**src/rtl/dispatch_1_to_4_if.sv**
```systemverilog
// ----------------------------------------------------------------------------
// dispatch_1_to_4_if
// Bundles the producer side and the four consumer lanes of the 1-to-4
// dispatcher into one interface.
//   slave  modport : used by dispatch_1_to_4
//   master modport : used by whoever drives the producer and the lane consumers
// Signals:
//   flush                 synchronous clear of queued words
//   in / in_dest          data word and destination lane (0=w, 1=x, 2=y, 3=z)
//   in_valid / in_ready   producer handshake
//   out_* / valid_*       lane data and lane word valid
//   ready_*               lane consumer accepts
//   count                 words queued (0..2)
// ----------------------------------------------------------------------------
interface dispatch_1_to_4_if;
   localparam int BITS = 16;

   logic            flush;
   logic [BITS-1:0] in;
   logic [1:0]      in_dest;
   logic            in_valid;
   logic            in_ready;

   logic [BITS-1:0] out_w, out_x, out_y, out_z;
   logic            valid_w, valid_x, valid_y, valid_z;
   logic            ready_w, ready_x, ready_y, ready_z;

   logic [1:0]      count;

   modport slave (
      input  flush, in, in_dest, in_valid,
      output in_ready,
      output out_w, out_x, out_y, out_z,
      output valid_w, valid_x, valid_y, valid_z,
      input  ready_w, ready_x, ready_y, ready_z,
      output count
   );

   modport master (
      output flush, in, in_dest, in_valid,
      input  in_ready,
      input  out_w, out_x, out_y, out_z,
      input  valid_w, valid_x, valid_y, valid_z,
      output ready_w, ready_x, ready_y, ready_z,
      input  count
   );
endinterface

```
**src/rtl/dispatch_1_to_4.sv**
```systemverilog
// ----------------------------------------------------------------------------
// dispatch_1_to_4
// Buffered one-to-four dispatcher. Tagged words {data, dest} are accepted over
// a valid/ready handshake into a 2-entry FIFO; the head word is presented on
// exactly one lane chosen by its dest tag and pops when that lane is ready.
// Strict FIFO order across all lanes: a stalled head blocks everything behind.
// Ports:
//   clock   rising-edge clock
//   resetn  asynchronous reset, active low
//   bus     dispatch_1_to_4_if.slave (producer handshake, four lanes, count)
// ----------------------------------------------------------------------------
module dispatch_1_to_4 (
   input  logic             clock,
   input  logic             resetn,
   dispatch_1_to_4_if.slave bus
);
   localparam int BITS = 16;

   typedef struct packed {
      logic [BITS-1:0] data;
      logic [1:0]      dest;
   } entry_t;

   entry_t     mem [2];
   logic       rd, wr;
   logic [1:0] count;

   entry_t     head;
   logic       head_valid;
   logic [3:0] lane_ready;
   logic       push, pop;

   assign head       = mem[rd];
   assign head_valid = (count != 2'd0);

   // resetn is folded in so the producer sees in_ready low while reset is held.
   assign bus.in_ready = resetn & (count != 2'd2) & ~bus.flush;
   assign push         = bus.in_valid & bus.in_ready;

   // Only the ready of the lane the head is bound for can pop it.
   assign lane_ready = {bus.ready_z, bus.ready_y, bus.ready_x, bus.ready_w};
   assign pop        = head_valid & lane_ready[head.dest];

   assign bus.count = count;

   // NOTE: every sequential assignment uses <= so all registers update from
   // the same pre-edge values regardless of statement order.
   always_ff @(posedge clock or negedge resetn) begin
      if (!resetn) begin
         count <= 2'd0;
         rd    <= 1'b0;
         wr    <= 1'b0;
      end else if (bus.flush) begin
         // A pop visible in this cycle is discarded along with the rest.
         count <= 2'd0;
         rd    <= 1'b0;
         wr    <= 1'b0;
      end else begin
         if (push) wr <= ~wr;
         if (pop)  rd <= ~rd;
         case ({push, pop})
            2'b10:   count <= count + 2'd1;
            2'b01:   count <= count - 2'd1;
            default: count <= count;
         endcase
      end
   end

   // NOTE: storage has no reset; an entry is only observed once count says it
   // was written, so clearing it would buy nothing.
   always_ff @(posedge clock) begin
      if (push) mem[wr] <= '{data: bus.in, dest: bus.in_dest};
   end

   // Lane steering from registered state only, so there is no bypass path and
   // outputs fall asynchronously with reset through count.
   always_comb begin
      // NOTE: every output gets a default first so no path infers a latch.
      bus.out_w   = '0;
      bus.out_x   = '0;
      bus.out_y   = '0;
      bus.out_z   = '0;
      bus.valid_w = 1'b0;
      bus.valid_x = 1'b0;
      bus.valid_y = 1'b0;
      bus.valid_z = 1'b0;
      if (head_valid) begin
         case (head.dest)
            2'd0: begin bus.out_w = head.data; bus.valid_w = 1'b1; end
            2'd1: begin bus.out_x = head.data; bus.valid_x = 1'b1; end
            2'd2: begin bus.out_y = head.data; bus.valid_y = 1'b1; end
            default: begin bus.out_z = head.data; bus.valid_z = 1'b1; end
         endcase
      end
   end
endmodule

```
**src/flat_wrapper.sv**
```systemverilog
// flat-port wrapper written by rule: the top's interface ports become plain ports
module dispatch_1_to_4_flat 
  (clock, resetn, bus_flush, bus_in, bus_in_dest, bus_in_valid, bus_in_ready, bus_out_w, bus_out_x, bus_out_y, bus_out_z, bus_valid_w, bus_valid_x, bus_valid_y, bus_valid_z, bus_ready_w, bus_ready_x, bus_ready_y, bus_ready_z, bus_count);
  dispatch_1_to_4_if bus_i ();
  input  logic clock;
  input  logic resetn;
  input wire logic [$bits(bus_i.flush)-1:0] bus_flush;
  input wire logic [$bits(bus_i.in)-1:0] bus_in;
  input wire logic [$bits(bus_i.in_dest)-1:0] bus_in_dest;
  input wire logic [$bits(bus_i.in_valid)-1:0] bus_in_valid;
  output wire logic [$bits(bus_i.in_ready)-1:0] bus_in_ready;
  output wire logic [$bits(bus_i.out_w)-1:0] bus_out_w;
  output wire logic [$bits(bus_i.out_x)-1:0] bus_out_x;
  output wire logic [$bits(bus_i.out_y)-1:0] bus_out_y;
  output wire logic [$bits(bus_i.out_z)-1:0] bus_out_z;
  output wire logic [$bits(bus_i.valid_w)-1:0] bus_valid_w;
  output wire logic [$bits(bus_i.valid_x)-1:0] bus_valid_x;
  output wire logic [$bits(bus_i.valid_y)-1:0] bus_valid_y;
  output wire logic [$bits(bus_i.valid_z)-1:0] bus_valid_z;
  input wire logic [$bits(bus_i.ready_w)-1:0] bus_ready_w;
  input wire logic [$bits(bus_i.ready_x)-1:0] bus_ready_x;
  input wire logic [$bits(bus_i.ready_y)-1:0] bus_ready_y;
  input wire logic [$bits(bus_i.ready_z)-1:0] bus_ready_z;
  output wire logic [$bits(bus_i.count)-1:0] bus_count;
  assign bus_i.flush = bus_flush;
  assign bus_i.in = bus_in;
  assign bus_i.in_dest = bus_in_dest;
  assign bus_i.in_valid = bus_in_valid;
  assign bus_in_ready = bus_i.in_ready;
  assign bus_out_w = bus_i.out_w;
  assign bus_out_x = bus_i.out_x;
  assign bus_out_y = bus_i.out_y;
  assign bus_out_z = bus_i.out_z;
  assign bus_valid_w = bus_i.valid_w;
  assign bus_valid_x = bus_i.valid_x;
  assign bus_valid_y = bus_i.valid_y;
  assign bus_valid_z = bus_i.valid_z;
  assign bus_i.ready_w = bus_ready_w;
  assign bus_i.ready_x = bus_ready_x;
  assign bus_i.ready_y = bus_ready_y;
  assign bus_i.ready_z = bus_ready_z;
  assign bus_count = bus_i.count;
  dispatch_1_to_4 u_core (.clock(clock), .resetn(resetn), .bus(bus_i));
endmodule
```
**config.mk**
```make
export PLATFORM = sky130hd
export DESIGN_NAME = dispatch_1_to_4_flat
export DESIGN_NICKNAME = d
export VERILOG_FILES = /design/src/rtl/dispatch_1_to_4_if.sv /design/src/rtl/dispatch_1_to_4.sv /design/src/flat_wrapper.sv
export SDC_FILE = /design/constraint.sdc
export NUM_CORES = 1
export LEC_CHECK = 0
export CAP_MARGIN = 20
export CORE_UTILIZATION = 42
export CTS_CLUSTER_SIZE = 12
export DETAILED_ROUTE_END_ITERATION = 7
export PLACE_DENSITY = 0.92
export REMOVE_ABC_BUFFERS = 1
export SLEW_MARGIN = 20
export SYNTH_ARGS = -nofsm -noshare
export SYNTH_HDL_FRONTEND = slang
export SYNTH_SLANG_ARGS = --single-unit
export TNS_END_PERCENT = 10
```
**constraint.sdc**
```tcl
create_clock -name clock -period 5.55 [get_ports clock]
set_clock_uncertainty 0.15 [all_clocks]
set_input_delay 0.8325 -clock clock [delete_from_list [all_inputs] [get_ports clock]]
set_output_delay 0.8325 -clock clock [all_outputs]
set_load 0.05 [all_outputs]
```
==> out/metrics.cfg, run 1 <==
[run_status]
status = finished, final reports clean

[global_routing]
top_usage_layer = met2
grt_use_met2_pct = 38.0
met1_usage_pct = 23.5
grt_pass1_wl_um = 7040
grt_max_degree = 22
antenna_found_initial = 0
grtUsageMet3_pct = 7.50
grt-ovfl-total = 0
grt_pass1_vias = 1497
track_usage_pct = 21.6

[routing]
wl_per_cell_um = 15.6
antenna_left = 0
drt_first_iter_violations = 103
viasPerCell = 5.03
routed-via-count = 1553
route.detailed.drc = 0
wl_um = 4840
drtPass1Iterations = 4

[clock_network]
clock-sinks = 40
cts_tree = done
clkLatencyLatePin_ps = 290
cts_root_buffer = clkbuf_8
cts_buffer_depth = 2
numCtsBuffers = 5
clk_pin_slew_worst_paths_ps = 80
post_cts_buffers = 0
hold_buffers = 0
cts_resized = 0
htree_num_levels = 2

[yosys]
syn_inst = 161
synth_commonest_cells = nor2_1, edfxtp_1, mux2i_1, nand2_1
yosysTopAreaCell = edfxtp_1
synthFlopType = edfxtp_1
synth-edff-count = 36
synth_cell_type_count = 23
synth_top_area_share_pct = 58.7
syn_area_um2 = 1840
yosysSeqAreaShare_pct = 64.1
async_reset_ff_share_pct = 10.0
ys_warn_count = 0
yosysMostFrequentCell = nor2_1
syn_area_per_cell_um2 = 11.4
synth.area.top_cells = edfxtp_1, nor2_1, mux2i_1
synth-seq-cells = 40

[sta]
setup_tns_ps = 0
holdWs_ps = 398
setup_viol = 0
rsz0062_at_grt = false
fin_crit_ps = 4460
maxSlewViolCount = 0
fmax_ghz = 0.224
maxSlewHeadroom_pct = 27.2
final.period_utilization_pct = 80.3
hold_viol = 0
tightest_slew_ps = 1090

[floorplan]
die_y_um = 68.2
row_count = 23
start_util_pct = 44.8
fp.dieW_um = 68.2
die_area_um2 = 4660
ios = 97
core_area_um2 = 4120

[finish]
num_antenna_cells = 0
areaGrowthSynthToFinish_pct = 62.9
drive_gt1_share_pct = 4.63
nets = 284

[placed_design]
place_hpwl_um = 3420
place.gp.congestion = 0.738
port-buffer-count = 96

[setup_path]
r2r_start = u_core.rd$_DFFE_PN0P_
path_cells = mux2_2 > nor2_1 > nand2_1 > nor2_1 > clkdlybuf4s50_1
critPathLaunch = u_core.rd$_DFFE_PN0P_
critPathMaxFanout = 21
slowest_delay_ps = 1070
crit_top_cell = nor2_1
worstPathRequired_ps = 4570
start_kind = flip-flop
critPathKind = flip-flop to output pin
worst_path_max_delay_cell = dfrtp_1
cp-end-kind = output pin
cp.arrival_ps = 3480

[power_and_ir_drop]
p_per_area_nw_per_um2 = 260
power.leakage_nw = 1.09
peakVddDrop_uv = 197

[flow_run]
drv_cap = 0

[worst_hold_path]
hp-start = u_core.wr$_DFFE_PN0P_
hold_path_class = flip-flop to flip-flop

[critical path, delay by kind of cell (launching register included)]
family / cells / cell delay (ps)
muxes: 1 / 450
DFF: 1 / 1070
buffers and inverters: 1 / 840
and+or+nand+nor: 3 / 810
[power breakdown]
part	leakage, nW	total (mW)	internal, mW	switching [mW]
registers	0.381	0.344	0.336	0.00802
logic	0.632	0.109	0.0442	0.0646
clock network	0.0784	0.327	0.225	0.102
total	1.09	0.780	0.605	0.175
[layer usage]
metal	vias up	part of all wire, %
li1	745	-
met1	735	38
met2	65	54
met3	8	6.8
met4	0	1.6
met5	-	0
[final timing paths]
check / to / slack [ps] / depth (start not counted)
min: u_core.wr$_DFFE_PN0P_ / 400 / 1
max reg2reg: u_core.rd$_DFFE_PN0P_ / 2870 / 4
min reg2reg: u_core.wr$_DFFE_PN0P_ / 400 / 1
max: bus_out_x[7] / 1090 / 5
max in group asynchronous: u_core.rd$_DFFE_PN0P_ / 4440 / 1
min in group asynchronous: u_core.bus.count[0]$_DFFE_PN0P_ / 610 / 1
[cells by family after synthesis]
family / after synthesis / share of synthesized area (%)
and+or+nand+nor: 82 / 18.2
AOI/OAI and AO/OA: 6 / 1.97
DFF: 40 / 64.1
muxes: 23 / 13.6
buffers and inverters: 10 / 2.17
[stage by stage]
| stage | setup slack (ps) | cell area, um2 | cells | power [mW] | utilization, % |
|---|---|---|---|---|---|
| final | 1090 | 3000 | 309 | 0.780 | 73.0 |
| after global routing | 863 | 3000 | 309 | 0.804 | 73.0 |
| after CTS | 1080 | 3000 | 309 | 0.783 | 73.0 |
| after detailed placement | 1430 | 2840 | 301 | 0.460 | 69.1 |
| after global placement | 1510 | 2840 | 301 | 0.456 | 69.1 |
| after floorplan | 2160 | 1820 | 155 | 0.411 | - |
[state kept, by name, summed over array words and instances (netlist names)]
name,cells
u_core.mem,36
u_core.bus.count,2
u_core.rd,1
u_core.wr,1
[cells in the final DEF, fill, tap and decap left out, types with 2 or more instances in the layout]
master,count
mux2i_1,19
nand2_1,5
dfrtp_1,4
o21ai_1,2
nor2b_1,3
inv_1,4
clkdlybuf4s50_1,96
bufinv_16,3
edfxtp_1,36
nor2_1,68
clkbuf_8,5
[final cells by class]
type / instances / area, um2
flip-flops and latches: 40 / 1180
multi-input cells: 111 / 624
well taps: 50 / 62.6
fillers: 283 / 1110
repair buffers: 96 / 961
clock inverters: 3 / 90.1
clock buffers: 5 / 68.8
inverters: 4 / 15.0
No activity file was read; power rests on OpenSTA's default activity.
==> run 2, diff against run 1 <==
--- a/config.mk
+++ b/config.mk
@@ -6,10 +6,10 @@
 export NUM_CORES = 1
 export LEC_CHECK = 0
 export CAP_MARGIN = 20
-export CORE_UTILIZATION = 42
+export CORE_UTILIZATION = 35
 export CTS_CLUSTER_SIZE = 12
 export DETAILED_ROUTE_END_ITERATION = 7
-export PLACE_DENSITY = 0.92
+export PLACE_DENSITY = 0.82
 export REMOVE_ABC_BUFFERS = 1
 export SLEW_MARGIN = 20
 export SYNTH_ARGS = -nofsm -noshare
==> constraint.sdc (replaced) <==
create_clock -name clock -period 3.9 [get_ports clock]
set_clock_uncertainty 0.15 [all_clocks]
set_input_delay 0.585 -clock clock [delete_from_list [all_inputs] [get_ports clock]]
set_output_delay 0.585 -clock clock [all_outputs]
set_load 0.05 [all_outputs]
==> run 2 against run 1 <==
Final cell count grew 8.1%. Non-clock buffer count grew 5. Via count grew 2.3%. First-iteration DRC count grew 4.9%. Utilization shrank 9.4 points. Routed wire length grew 3.8%. Power grew 18%. Global-route usage shrank 3.2 points. Largest cell class is now buffers.
==> out/metrics.cfg, run 2 (synthesized netlist as in run 1, its figures left out) <==
[floorplan]
row_count = 26  ; +13%
core_area_um2 = 5070  ; +23%
die_area_um2 = 5560  ; +19%
die_y_um = 74.6  ; +9.3%
fp.dieW_um = 74.6  ; +9.3%
start_util_pct = 36.3  ; -8.5 points
ios = 97  ; unchanged

[setup_path]
start_kind = flip-flop
worstPathRequired_ps = 3160  ; -1410 ps
critPathKind = flip-flop to output pin
worstRegToRegCells = 5  ; +1
cp.arrival_ps = 2590  ; -890 ps
worst_path_max_delay_cell = dfrtp_1
path_cells = buf_4 > mux2_4 > nand2_1 > nor2_1 > buf_12
critPathMaxFanout = 17  ; -19%
cp-end-kind = output pin
slowest_delay_ps = 710  ; -360 ps

[clock_network]
clkLatencyLatePin_ps = 290  ; about the same
cts_resized = 0  ; unchanged
clock-sinks = 40  ; unchanged
cts_root_buffer = clkbuf_8
clk_pin_slew_worst_paths_ps = 80  ; about the same
numCtsBuffers = 5  ; unchanged
cts_tree = done
htree_num_levels = 2  ; unchanged
hold_buffers = 0  ; unchanged
cts_buffer_depth = 2  ; unchanged
post_cts_buffers = 0  ; unchanged

[run_status]
status = finished, final reports clean

[placed_design]
port-buffer-count = 96  ; unchanged
dpl_worst_slack_ps = 728  ; -702 ps
place.gp.congestion = 0.687  ; -6.9%
dpl.cell_count = 326  ; +8.3%
place_hpwl_um = 3610  ; +5.7%

[finish]
multi_input_area_um2 = 624  ; unchanged
drive_gt1_share_pct = 31.1  ; +26 points
top_register = u_core.mem
mostFrequentLayoutCell = nor2_1
fill_cells = 397  ; +40%
layout_common_cells = nor2_1, buf_4, edfxtp_1
top_regs = u_core.mem (36), u_core.bus.count (2)
area.sequential_um2 = 1180  ; unchanged
final-instance-count-excl-fill = 334  ; +8.1%
largest_reg_flops = 36  ; unchanged
num_antenna_cells = 0  ; unchanged
nets = 289  ; +1.8%
areaGrowthSynthToFinish_pct = 74.9
utilization_pct = 63.5  ; -9.4 points

[routing]
drtPass1Iterations = 5  ; +1
antenna_left = 0  ; unchanged
route.detailed.drc = 0  ; unchanged
routed-via-count = 1589  ; +2.3%
viasPerCell = 4.76  ; -5.3%
drt_first_iter_violations = 108  ; +4.9%
wl_um = 5020  ; +3.8%
wl_per_cell_um = 15.0  ; -4.0%

[power_and_ir_drop]
power_frac_comb_pct = 18.7  ; +4.8 points
peakVddDrop_uv = 212  ; +7.4%
clkPwrFrac_pct = 28.5  ; -13 points
power.leakage_nw = 1.30  ; +19%
switching_share_pct = 26.9  ; +4.5 points
intPower_uw = 673  ; +11%
power_frac_seq_pct = 52.8  ; +8.7 points
switchingPower_uw = 248  ; +42%
p_per_area_nw_per_um2 = 286  ; +10%
power_uw = 921  ; +18%

[sta]
fin_ws_ps = 571  ; -520 ps
rsz0062_at_grt = false
fmax_ghz = 0.300
fin_crit_ps = 3330
setup_tns_ps = 0  ; unchanged
maxSlewViolCount = 0  ; unchanged
maxSlewHeadroom_pct = 53.9  ; +27 points
hold_viol = 0  ; unchanged
final.period_utilization_pct = 85.3
setup_viol = 0  ; unchanged
tightest_slew_ps = 690  ; -402 ps

[global_routing]
grt_pass1_vias = 1509  ; +0.80%
track_usage_pct = 18.4  ; -3.2 points
antenna_found_initial = 0  ; unchanged
grt_pass1_wl_um = 7280  ; +3.4%
grt_max_degree = 19  ; -14%
grt-ovfl-total = 0  ; unchanged

[worst_hold_path]
hold_path_class = input port to asynchronous set/reset pin

[flow_run]
drv_cap = 0  ; unchanged

[run 2: through the flow]
stage	hold WS (ps)	instance area, um2
detailed placement	400	3140
global placement	368	3140
floorplan	139	1820
finish	368	3220
CTS	370	3220
global route	374	3220
[run 2: power groups by stage]
stage | Combinational, mW | Sequential (mW) | Clock, mW
after global routing | 0.183 | 0.487 | 0.287
after detailed placement | 0.173 | 0.496 | 0
final | 0.172 | 0.486 | 0.263
after global placement | 0.169 | 0.495 | 0
after floorplan | 0.0864 | 0.499 | 0
after CTS | 0.173 | 0.487 | 0.269
[run 2: worst max-delay path: cells and delay by family (launching register included)]
family                 cells  cell delay [ps]
DFF                        1              710
muxes                      1              350
buffers and inverters      2              530
and+or+nand+nor            2              710
[run 2: cell type report]
type	instances	share of cell area, %
Timing Repair Buffer	101	38.3
Tap cell	70	2.72
Clock buffer	5	2.13
Inverter	4	0.466
Sequential cell	40	36.6
Clock inverter	3	0.427
Multi-Input combinational cell	111	19.4
[run 2: final timing paths]
kind	from	endpoint	slack (ps)
setup / recovery	u_core.rd$_DFFE_PN0P_	bus_out_x[14]	570
hold / removal	resetn	u_core.bus.count[1]$_DFFE_PN0P_	370
setup reg to reg	u_core.rd$_DFFE_PN0P_	u_core.rd$_DFFE_PN0P_	1310
hold reg to reg	u_core.wr$_DFFE_PN0P_	u_core.wr$_DFFE_PN0P_	410
max in group asynchronous	resetn	u_core.rd$_DFFE_PN0P_	3030
min in group clock	u_core.wr$_DFFE_PN0P_	u_core.wr$_DFFE_PN0P_	410
[run 2: metal layers]
layer / global-route usage (%) / wire [um] / vias to the layer above / part of all wire (%)
li1: - / - / 753 / -
met1: 20.9 / 1920 / 756 / 38
met2: 32.9 / 2640 / 72 / 53
met3: 5.15 / 373 / 8 / 7.4
met4: 6.71 / 92 / 0 / 1.8
met5: 0 / 0 / - / 0
==> RTL change: new RTL, config.mk and constraints of run 1 <==
`BITS` is set to 16 in 2 places; all go to 20.
--- a/src/rtl/dispatch_1_to_4_if.sv
+++ b/src/rtl/dispatch_1_to_4_if.sv
@@ -15,3 +15,3 @@
 interface dispatch_1_to_4_if;
-   localparam int BITS = 16;
+   localparam int BITS = 20;
 
--- a/src/rtl/dispatch_1_to_4.sv
+++ b/src/rtl/dispatch_1_to_4.sv
@@ -16,3 +16,3 @@
 );
-   localparam int BITS = 16;
+   localparam int BITS = 20;
 
Interface: changed (5 resized); port bits go from 97 to 117. The function was not compared with the original's and may differ.
==> RTL change against run 1 <==
  * Via count rose by 18%
  * Wire length is 17% higher
  * Cell area is 17% higher
  * Largest power group unchanged
  * Clock power is 41% lower
  * Highest routed layer unchanged
  * Sequential cell count up 8
  * Area after synthesis increased by 20%
  * Total power decreased by 5.7%
  * Critical endpoint is now bus_out_w[19]
  * Worst setup slack gained 0.26 ns
==> RTL change: results (changes against run 1) <==
[synthesis]
synth.area.top_cells=edfxtp_1 (60%), nor2_1 (14%), mux2i_1 (10%)
ys_types=21  ; -8.7%
synth_common_cells=nor2_1 (85), edfxtp_1 (44), mux2i_1 (23), clkbuf_1 (10), nand2_1 (5)
synth_edf_count=44  ; +22%
seq_area_frac_synth_pct=64.40  ; +0.31 points
synth.avg_cell_area_um2=11.38  ; -0.62%
synth_fa_ha_area_share_pct=0  ; unchanged
async_flop_share_pct=8.333  ; -1.7 points
synthMuxAreaShare_pct=13.15  ; -0.43 points
synth_compound_area_share_pct=1.644  ; -0.32 points
synth.most_common_cell=nor2_1

[global_routing]
grt.total_usage_pct=20.27  ; -1.4 points
grt_max_degree=26  ; +18%
grt_pass1_wl_mm=8.238  ; +17%
met3_usage_pct=6.098  ; -1.4 points
met1_usage_pct=24.26  ; +0.80 points
grt_pass1_vias=1689  ; +13%
grt_util_met2_pct=35.34  ; -2.7 points

[route]
wl_met2_mm=2.980  ; +15%
wl_met3_um=321  ; -2.7%
routed_wirelength_mm=5.668  ; +17%
drt-met1-wl_mm=2.285  ; +25%
top_layer=met4
vias_per_cell=4.847  ; -3.6%
vias=1837  ; +18%
drt_iter0_drc=109  ; +5.8%

[pwr]
p_clk_mw=0.192  ; -41%
ir_drop_mv=0.1431  ; -27%
switching_share_pct=25.95  ; +3.6 points
p_comb_mw=0.135  ; +24%
internal_power_mw=0.5443  ; -10%
p_leak_nw=1.250  ; +15%

[worst_setup_path]
rr_worst_depth=3  ; -1
crit_arrival_ns=3.22  ; -0.26 ns
r2r-end=u_core.mem[1][2]$_DFFE_PP_
r2r-start=u_core.bus.count[1]$_DFFE_PN0P_
cp-endpoint=bus_out_w[19]
reg2reg_slack_ns=3.17  ; +0.30 ns
crit_fanout=25  ; +19%

[finish]
drive_above_1_share_pct=3.883  ; -0.75 points
final_nets=338  ; +19%
fin_area_um2=3512  ; +17%
fillers=382  ; +35%
top_regs=u_core.mem: 44 flops, u_core.bus.count: 2 flops

[place]
dp_cells=371  ; +23%
gp_congestion=0.7555  ; +2.4%
io_buffers=116  ; +21%
dp_slack_ns=1.640  ; +0.2095 ns
dpl.hpwl_mm=4.003  ; +17%
dpl_cell_area_um2=3432  ; +21%

[hold_path]
holdCritPathClass=reg2reg
min_path_cells=1  ; unchanged
min_from=u_core.wr$_DFFE_PN0P_

[sta]
period_needed_ns=4.198  ; -0.2602 ns
slew_headroom_pct=31.64  ; +4.5 points
whs_ns=0.3982  ; -0.000009000 ns

[clock_tree]
cts_max_path_buffers=2  ; unchanged

[run_status]
outcome=complete, no violations

RTL change: cell count changes in the layout (fill, tap and decap cells not counted), sizes merged:
| cell | change |
|---|---|
| nor2 | +16 |
| clkdlybuf4s50 | +20 |
| bufinv | -3 |
| clkbuf | +2 |
| buf | +2 |
| edfxtp | +8 |
| clkinv | +1 |
| mux2i | +4 |
RTL change: final cells by class:
class	instances	area share (%)
clock buffer	7	2.173
clock inverter	1	0.1069
inverter	4	0.4275
multi-input combinational	131	20.63
sequential	48	40.47
tap	70	2.494
timing repair buffer	118	33.70
RTL change: worst max-delay path: stages (launching register included):
cell	delay [ns]
dfrtp_1	0.33
buf_4	0.37
mux2_2	0.42
nor2_1	0.16
nand2_1	0.49
nor2_1	0.30
clkdlybuf4s50_1	0.85
RTL change: logic make-up after synthesis:
logic type,after synthesis
buffers and inverters,15
flip-flops,48
multiplexers,27
AND/OR/NAND/NOR,98
AO/OA/AOI/OAI,6
